<file path="src/rtl/kernel_unit_if.sv">
// ALU <-> kernel_unit handshake bundle: operands and start from the ALU,
// busy/done/result/sat back from the filter engine.
interface kernel_unit_if #(
  parameter int bus = 4
);
  logic           start;
  logic [15:0]    cache;
  logic [3:0]     kernelReG;
  logic           busy;
  logic           done;
  logic [bus-1:0] result;
  logic           sat;

  modport master (
    output start, cache, kernelReG,
    input  busy, done, result, sat
  );

  modport slave (
    input  start, cache, kernelReG,
    output busy, done, result, sat
  );
endinterface

</file>
<file path="src/rtl/kernel_unit.sv">
// Sequential 4-tap MAC filter with normalize, optional rectify and saturation.
// Define KERNEL_ABS_EN to build the rectify stage enabled by kernelReG[3].
module kernel_unit #(
  parameter int bus = 4
) (
  input  logic         clk,
  input  logic         rst_n,
  kernel_unit_if.slave kif
);

  typedef enum logic [2:0] {IDLE, MAC0, MAC1, MAC2, MAC3, NORM} state_t;

  localparam logic signed [17:0] MaxVal = 18'((1 << bus) - 1);

  state_t              state_q, state_d;
  logic [15:0]         cache_q, cache_d;
  logic [1:0]          sel_q, sel_d;
  logic signed [9:0]   acc_q, acc_d;
  logic                busy_q, busy_d;
  logic                done_q, done_d;
  logic [bus-1:0]      result_q, result_d;
  logic                sat_q, sat_d;
`ifdef KERNEL_ABS_EN
  logic                abs_q, abs_d;
`endif

  logic [1:0]          tap;
  logic [3:0]          pix;
  logic signed [2:0]   coef;
  logic signed [9:0]   prod;
  logic signed [9:0]   shifted;
  logic signed [9:0]   rect;
  logic signed [17:0]  val_ext;

  // Tap index follows the MAC state so one multiplier serves all four taps.
  always_comb begin
    tap = 2'd0;
    pix = cache_q[3:0];
    case (state_q)
      MAC1: begin tap = 2'd1; pix = cache_q[7:4];   end
      MAC2: begin tap = 2'd2; pix = cache_q[11:8];  end
      MAC3: begin tap = 2'd3; pix = cache_q[15:12]; end
      default: begin tap = 2'd0; pix = cache_q[3:0]; end
    endcase

    coef = 3'sd0;
    case (sel_q)
      2'd0: coef = 3'sd1;
      2'd1: coef = (tap == 2'd0 || tap == 2'd3) ? -3'sd1 : 3'sd3;
      2'd2: coef = (tap == 2'd0 || tap == 2'd3) ? -3'sd1 : 3'sd1;
      default: coef = (tap == 2'd0) ? 3'sd1 : 3'sd0;
    endcase

    prod = $signed({{7{coef[2]}}, coef}) * $signed({6'b0, pix});

    shifted = (sel_q[1] == 1'b0) ? (acc_q >>> 2) : acc_q;
`ifdef KERNEL_ABS_EN
    rect = (abs_q && shifted[9]) ? -shifted : shifted;
`else
    rect = shifted;
`endif
    val_ext = {{8{rect[9]}}, rect};
  end

  always_comb begin
    state_d  = state_q;
    cache_d  = cache_q;
    sel_d    = sel_q;
    acc_d    = acc_q;
    result_d = result_q;
    sat_d    = sat_q;
    done_d   = 1'b0;
`ifdef KERNEL_ABS_EN
    abs_d    = abs_q;
`endif
    case (state_q)
      IDLE: begin
        if (kif.start) begin
          cache_d = kif.cache;
          sel_d   = kif.kernelReG[1:0];
`ifdef KERNEL_ABS_EN
          abs_d   = kif.kernelReG[3];
`endif
          acc_d   = '0;
          state_d = MAC0;
        end
      end
      MAC0: begin acc_d = acc_q + prod; state_d = MAC1; end
      MAC1: begin acc_d = acc_q + prod; state_d = MAC2; end
      MAC2: begin acc_d = acc_q + prod; state_d = MAC3; end
      MAC3: begin acc_d = acc_q + prod; state_d = NORM; end
      NORM: begin
        if (val_ext < 0) begin
          result_d = '0;
          sat_d    = 1'b1;
        end else if (val_ext > MaxVal) begin
          result_d = '1;
          sat_d    = 1'b1;
        end else begin
          result_d = val_ext[bus-1:0];
          sat_d    = 1'b0;
        end
        done_d  = 1'b1;
        state_d = IDLE;
      end
      default: state_d = IDLE;
    endcase
    busy_d = (state_d != IDLE);
  end

  always_ff @(posedge clk or negedge rst_n) begin
    if (!rst_n) begin
      state_q  <= IDLE;
      cache_q  <= '0;
      sel_q    <= '0;
      acc_q    <= '0;
      busy_q   <= 1'b0;
      done_q   <= 1'b0;
      result_q <= '0;
      sat_q    <= 1'b0;
`ifdef KERNEL_ABS_EN
      abs_q    <= 1'b0;
`endif
    end else begin
      state_q  <= state_d;
      cache_q  <= cache_d;
      sel_q    <= sel_d;
      acc_q    <= acc_d;
      busy_q   <= busy_d;
      done_q   <= done_d;
      result_q <= result_d;
      sat_q    <= sat_d;
`ifdef KERNEL_ABS_EN
      abs_q    <= abs_d;
`endif
    end
  end

  assign kif.busy   = busy_q;
  assign kif.done   = done_q;
  assign kif.result = result_q;
  assign kif.sat    = sat_q;

endmodule

</file>
<file path="src/flat_wrapper.sv">
// flat-port wrapper written by rule: the top's interface ports become plain ports
module kernel_unit_flat 
#(
  parameter int bus = 4
)
  (clk, rst_n, kif_start, kif_cache, kif_kernelReG, kif_busy, kif_done, kif_result, kif_sat);
  kernel_unit_if #(.bus(bus)) kif_i ();
  input  logic clk;
  input  logic rst_n;
  input wire logic [$bits(kif_i.start)-1:0] kif_start;
  input wire logic [$bits(kif_i.cache)-1:0] kif_cache;
  input wire logic [$bits(kif_i.kernelReG)-1:0] kif_kernelReG;
  output wire logic [$bits(kif_i.busy)-1:0] kif_busy;
  output wire logic [$bits(kif_i.done)-1:0] kif_done;
  output wire logic [$bits(kif_i.result)-1:0] kif_result;
  output wire logic [$bits(kif_i.sat)-1:0] kif_sat;
  assign kif_i.start = kif_start;
  assign kif_i.cache = kif_cache;
  assign kif_i.kernelReG = kif_kernelReG;
  assign kif_busy = kif_i.busy;
  assign kif_done = kif_i.done;
  assign kif_result = kif_i.result;
  assign kif_sat = kif_i.sat;
  kernel_unit #(.bus(bus)) u_core (.clk(clk), .rst_n(rst_n), .kif(kif_i));
endmodule
</file>
<file path="config.mk">
export PLATFORM = sky130hd
export DESIGN_NAME = kernel_unit_flat
export DESIGN_NICKNAME = d
export VERILOG_FILES = /design/src/rtl/kernel_unit_if.sv /design/src/rtl/kernel_unit.sv /design/src/flat_wrapper.sv
export SDC_FILE = /design/constraint.sdc
export NUM_CORES = 1
export LEC_CHECK = 0
export BUFFER_PORTS_ARGS = -buffer_cell sky130_fd_sc_hd__clkbuf_2
export CAP_MARGIN = 0
export CORE_AREA = 2 2 68 70
export DETAILED_ROUTE_END_ITERATION = 8
export DIE_AREA = 0 0 70 72
export PLACE_DENSITY_LB_ADDON = 0.3
export SLEW_MARGIN = 20
export SYNTH_ARGS = -nofsm -noshare
export SYNTH_HDL_FRONTEND = slang
export SYNTH_SLANG_ARGS = --single-unit
</file>
<file path="constraint.sdc">
create_clock -name clk -period 7.1 [get_ports clk]
set_input_delay 0.355 -clock clk [delete_from_list [all_inputs] [get_ports clk]]
set_output_delay 0.355 -clock clk [all_outputs]
set_load 0.01 [all_outputs]
</file>
==> run summary, run 1 <==
Synthesis warning total = 0
Nets = 346
Drt first pass iters = 4
Residual DRC count = 0
Seq cells post-synth = 38
Post-route clock skew = 0.00567 ns
TritonCTS clock tree = done
# rows = 24
Final Wtd Congestion = 0.870
Die span in y = 72 µm
Slew Limit Fails = 0
GRT Util Overall = 21.5%
Antenna-violating nets left = 0
Grt total ovfl = 0
Startpoint Class = flop
Fin crit share = 74.4%
Synth Area per Inst = 9.19 µm²
Post-synthesis cell area = 2470 µm²
Antenna diodes = 0
Count leader, synth = nand2_1
Share of the synthesized area in the top cell type = 38.5%
Critical path class = flop to flop
Initial antenna violation count = 0
Drt initial violations = 78
Clock Root Buffer = clkbuf_8
Post-cts sizing count = 0
Hold-fix buffers, CTS = 0
Crit. End Element = flop
Final Hold Vio Count = 0
Most area-consuming cells after synthesis = dfrtp_1 (38%), ha_1 (11%), nand2_1 (10%), fa_1 (6.5%), mux2i_1 (4.0%)
Pin count of the biggest net entering global routing = 39
Critical Path RT = 7.27 ns
Die X = 70 µm
Syn_nets = 322
Clk sinks = 38
Initial Utilization = 58.0%
Final WL = 4860 µm
Post-synth EDFFs = 0
CTS buffer count = 5
Worst-path maximum fanout = 17
Worst-Margin Slew = 0.934 ns
Sequential element share of the synthesized area = 38.5%
Count of cell types in the netlist = 36
Critical Path AT = 5.45 ns
Max-cap violations = 0
H-tree level count = 2
Per-cell routed wire length = 14.0 µm
Hold WC Path Type = input port to asynchronous set/reset pin
DP HPWL = 3660 µm
Top cells by count, synth = nand2_1 (69), dfrtp_1 (38), ha_1 (22)
Die ar. = 5040 µm²
Port Buf Inserts = 27
Cells after Synth = 269
Worst hold slack = 0.192 ns
Core footprint = 4260 µm²
Routed via count = 1,869
Cell taking the most area after synthesis = dfrtp_1
Vias per cell = 5.40
Tmin final = 5.28 ns
Fmax = 0.189 GHz
Primary FF master, synth = dfrtp_1
First-pass GRT wire length = 8590 µm
Clock-pin transition on the worst setup and hold timing paths = 0.07 ns
Final setup fails = 0
Post-CTS Setup Inserts = 0
Max Root-Sink Buffers = 2
RSZ-0062 raised after global routing = false
Status = completed
Vias in the first global route = 1,891
Area Overhead vs Synth = 10.1%
Async SR Flop Fraction = 100%
Slew margin rel. = 37.7%
Final TNS setup = 0 ns
Later-pin clock latency in the skew report = 0.29 ns
Share of cells above drive strength 1 = 13.6%
Ports = 30
==> sequential cells by signal, indices dropped and copies added (netlist names) <==
signal,count
u_core.acc_q,10
u_core.cache_q,16
u_core.kif.busy,1
u_core.kif.done,1
u_core.kif.result,4
u_core.kif.sat,1
u_core.sel_q,2
u_core.state_q,3
==> layout make-up <==
cell class / count / area [µm²]
clock buffers: 7 / 86.3
clock inverters: 1 / 5.00
fillers: 365 / 1540
inverters: 10 / 37.5
multi-input cells: 209 / 1430
flip-flops and latches: 38 / 951
well taps: 52 / 65.1
repair buffers: 29 / 150
==> routing by layer <==
| metal | GRT usage [%] | vias up | wire [µm] |
|---|---|---|---|
| met2 | 34.9 | 37 | 2310 |
| li1 | - | 958 | - |
| met4 | 8.55 | 0 | 73 |
| met5 | 0 | - | 0 |
| met1 | 29.3 | 868 | 2330 |
| met3 | 3.33 | 6 | 149 |
==> cells in the final DEF (no fill, tap or decap), types with 7 or more instances in the layout <==
master     n
fa_1       8
nand3_1    9
nand2_1   69
a21oi_1   11
a21o_1     8
a211oi_1   7
clkbuf_2  27
nor2_1    18
inv_1     10
o21ai_0   12
mux2i_1   10
dfrtp_1   38
ha_1      22
==> stage by stage <==
step	setup WS [ns]	util, %	instances	instance area [µm²]
6_report	1.82	63.8	346	2720
5_1_grt	1.50	63.8	346	2720
4_1_cts	1.79	63.8	346	2720
3_5_place_dp	1.81	61.7	338	2630
3_3_place_gp	1.95	61.7	338	2630
2_1_floorplan	2.40	-	269	2470
==> cells by family (layout without fill, tap and decap cells) <==
kind of cell	count (synthesis)	in the layout	share of synthesized area, %
AOI/OAI and AO/OA	47	47	12.2
xor gates and xnor gates	9	9	3.19
adders and majority gates	30	30	17.6
buffers and inverters	22	47	3.85
DFF	38	38	38.5
muxes	11	11	4.50
and+or+nand+nor	112	112	20.2
==> worst max-delay path, cell delays in order (launching register included) <==
cell     delay [ns]
dfrtp_1        0.67
or3b_1         0.42
and2_1         0.19
ha_1           0.31
a21o_1         0.26
inv_1          0.18
nand2_1        0.10
fa_1           0.57
fa_1           0.45
fa_1           0.53
inv_1          0.04
ha_1           0.25
fa_1           0.42
a21o_1         0.20
a21o_1         0.20
a21oi_1        0.18
or4b_1         0.13
nand3_1        0.06
==> path summary, 6_finish.rpt <==
check / from / endpoint / slack [ns] / cells past startpoint
max reg2reg: u_core.state_q[2]$_DFF_PN0_ / u_core.acc_q[8]$_DFFE_PN0P_ / 1.82 / 17
max in group asynchronous: rst_n / u_core.kif.busy$_DFF_PN0_ / 6.32 / 1
min reg2reg: u_core.kif.result[0]$_DFFE_PN0P_ / u_core.kif.result[0]$_DFFE_PN0P_ / 0.47 / 1
min in group clk: kif_cache[7] / u_core.cache_q[7]$_DFFE_PN0P_ / 0.25 / 3
max: u_core.state_q[2]$_DFF_PN0_ / u_core.acc_q[8]$_DFFE_PN0P_ / 1.82 / 17
min: rst_n / u_core.acc_q[8]$_DFFE_PN0P_ / 0.19 / 1
Power of run 1 is not shown: default switching activity piles up to over one toggle a cycle in this logic, so the estimate is an artifact.
==> inputs of run 2 (changes only) <==
--- a/config.mk
+++ b/config.mk
@@ -7,9 +7,9 @@
 export LEC_CHECK = 0
 export BUFFER_PORTS_ARGS = -buffer_cell sky130_fd_sc_hd__clkbuf_2
 export CAP_MARGIN = 0
-export CORE_AREA = 2 2 68 70
+export CORE_AREA = 2 2 69 71
 export DETAILED_ROUTE_END_ITERATION = 8
-export DIE_AREA = 0 0 70 72
+export DIE_AREA = 0 0 71 73
 export PLACE_DENSITY_LB_ADDON = 0.3
 export SLEW_MARGIN = 20
 export SYNTH_ARGS = -nofsm -noshare
==> constraint.sdc (replaced) <==
create_clock -name clk -period 5.5 [get_ports clk]
set_input_delay 0.275 -clock clk [delete_from_list [all_inputs] [get_ports clk]]
set_output_delay 0.275 -clock clk [all_outputs]
set_load 0.01 [all_outputs]
==> run summary, run 2 (synthesis results as in run 1) <==
Status = completed
Vias per cell = 5.43 (+0.56%)
Final Wtd Congestion = 0.809 (-7.0%)
Register Area = 951 µm² (unchanged)
Pin count of the biggest net entering global routing = 39 (unchanged)
Startpoint Class = flop
Critical path class = flop to flop
Buffer and inverter count on the worst path = 2 (unchanged)
Clock-pin transition on the worst setup and hold timing paths = 0.08 ns (about the same)
Vias in the first global route = 1,784 (-5.7%)
RSZ-0062 raised after global routing = false
Dpl ws = 0.510 ns (-1.30 ns)
Die ar. = 5180 µm² (+2.8%)
Post-cts sizing count = 0 (unchanged)
Largest register by flop count = u_core.cache_q
Nets = 350 (+1.2%)
Crit-path max cell delay = 0.57 ns (-0.10 ns)
Clk sinks = 38 (unchanged)
Share of cells above drive strength 1 = 15.1% (+1.5 points)
Most frequent cells in the layout = nand2_1 (69), dfrtp_1 (38), clkbuf_2 (27)
Port Buf Inserts = 27 (unchanged)
Max Root-Sink Buffers = 2 (unchanged)
Most frequent CP cell = fa_1
Fin crit share = 91.1% (+17 points)
Worst-path maximum fanout = 10 (-7)
# rows = 25 (+4.2%)
Max reg flops = 16 (unchanged)
Routed via count = 1,912 (+2.3%)
Ports = 30 (unchanged)
Final TNS setup = 0 ns (unchanged)
Fmax = 0.200 GHz (+5.5%)
Slowest-stage cell, CP = fa_1
Post-CTS Setup Inserts = 0 (unchanged)
Slew Limit Fails = 0 (unchanged)
Die span in y = 73 µm (+1.4%)
Residual DRC count = 0 (unchanged)
Grt total ovfl = 0 (unchanged)
CP Cell Sequence = or3b_1 -> and2_1 -> ha_1 -> a21o_1 -> inv_1 -> nand2_1 -> fa_1 -> fa_1 -> fa_1 -> inv_1 -> ha_1 -> fa_1 -> a21o_1 -> a21o_1 -> a21oi_1 -> or4b_1 -> nand3_1
Hold WC Path Type = input port to asynchronous set/reset pin
Final WL = 4970 µm (+2.3%)
Per-cell routed wire length = 14.1 µm (+0.60%)
CTS buffer count = 5 (unchanged)
TritonCTS clock tree = done
Antenna-violating nets left = 0 (unchanged)
Core footprint = 4540 µm² (+6.4%)
Final Hold Vio Count = 0 (unchanged)
Area of the multi-input gates = 1430 µm² (unchanged)
GRT Util Overall = 20.6% (-0.91 points)
Critical Path RT = 5.68 ns (-1.59 ns)
Crit. End Element = flop
Commonest non-fill, non-tap cell in the layout = nand2_1
Drt first pass iters = 4 (unchanged)
Later-pin clock latency in the skew report = 0.30 ns (about the same)
Final setup margin = 0.492 ns (-1.33 ns)
Clock Root Buffer = clkbuf_8
Max-cap violations = 0 (unchanged)
Critical Path AT = 5.19 ns (-0.26 ns)
H-tree level count = 2 (unchanged)
DP HPWL = 3630 µm (-0.83%)
Final setup fails = 0 (unchanged)
First-pass GRT wire length = 8350 µm (-2.8%)
Slew margin rel. = 25.5% (-12 points)
Initial antenna violation count = 0 (unchanged)
Die X = 71 µm (+1.4%)
Initial Utilization = 54.5% (-3.5 points)
Area Overhead vs Synth = 11.5%
Drt initial violations = 124 (+59%)
Tmin final = 5.01 ns (-0.274 ns)
Worst-Margin Slew = 1.10 ns (+0.167 ns)
# fillers = 390 (+6.8%)
Hold-fix buffers, CTS = 0 (unchanged)
Crit-path leading delay family = adder cells
Post-route clock skew = 0.00904 ns (+0.00337 ns)
Antenna diodes = 0 (unchanged)
==> run 2: cell types whose count changed in the layout (fill, tap and decap cells not counted) <==
cell        previous run  this run
clkinvlp_4             0         1
clkbuf_1               1         0
buf_4                  2         6
==> run 2: routing by layer <==
layer | up-vias | track usage [%] | wire, µm
li1 | 968 | - | -
met1 | 907 | 27.0 | 2350
met3 | 9 | 3.73 | 144
met2 | 28 | 34.4 | 2400
met5 | - | 0 | 0
met4 | 0 | 7.55 | 84
==> run 2: worst reg2reg max path: stages (launching register included) <==
cell     delay (ns)
dfrtp_1        0.51
or3b_1         0.40
and2_1         0.19
ha_1           0.31
a21o_1         0.23
inv_1          0.17
nand2_1        0.10
fa_1           0.57
fa_1           0.44
fa_1           0.52
inv_1          0.04
ha_1           0.25
fa_1           0.42
a21o_1         0.19
a21o_1         0.19
a21oi_1        0.18
or4b_1         0.13
nand3_1        0.06
==> run 2: path summary, 6_finish.rpt <==
kind	endpoint	slack, ns	cells after the start	from
worst min register to register	u_core.kif.result[0]$_DFFE_PN0P_	0.48	1	u_core.kif.result[0]$_DFFE_PN0P_
worst max-delay path	u_core.acc_q[8]$_DFFE_PN0P_	0.49	17	u_core.state_q[2]$_DFF_PN0_
worst max register to register	u_core.acc_q[8]$_DFFE_PN0P_	0.49	17	u_core.state_q[2]$_DFF_PN0_
max in group asynchronous	u_core.acc_q[7]$_DFFE_PN0P_	4.80	1	rst_n
worst min-delay path	u_core.kif.result[3]$_DFFE_PN0P_	0.11	1	rst_n
min in group clk	u_core.cache_q[7]$_DFFE_PN0P_	0.16	3	kif_cache[7]
==> run 2: area by class of cell <==
cell class,instances,area share [%]
clock inverter,2,0.454
timing repair buffer,33,6.53
clock buffer,6,2.99
multi-input combinational,209,51.7
inverter,10,1.36
tap,54,2.45
sequential,38,34.5
==> run 2: per-stage QoR <==
step / cell area (µm²) / std cells / hold WS, ns / utilization (%)
finish: 2760 / 352 / 0.107 / 60.8
global route: 2760 / 352 / 0.161 / 60.8
CTS: 2760 / 352 / 0.147 / 60.8
detailed placement: 2660 / 344 / 0.464 / 58.7
global placement: 2660 / 344 / 0.458 / 58.7
floorplan: 2470 / 269 / -0.0206 / -
Power of run 2 is left out for the same reason.
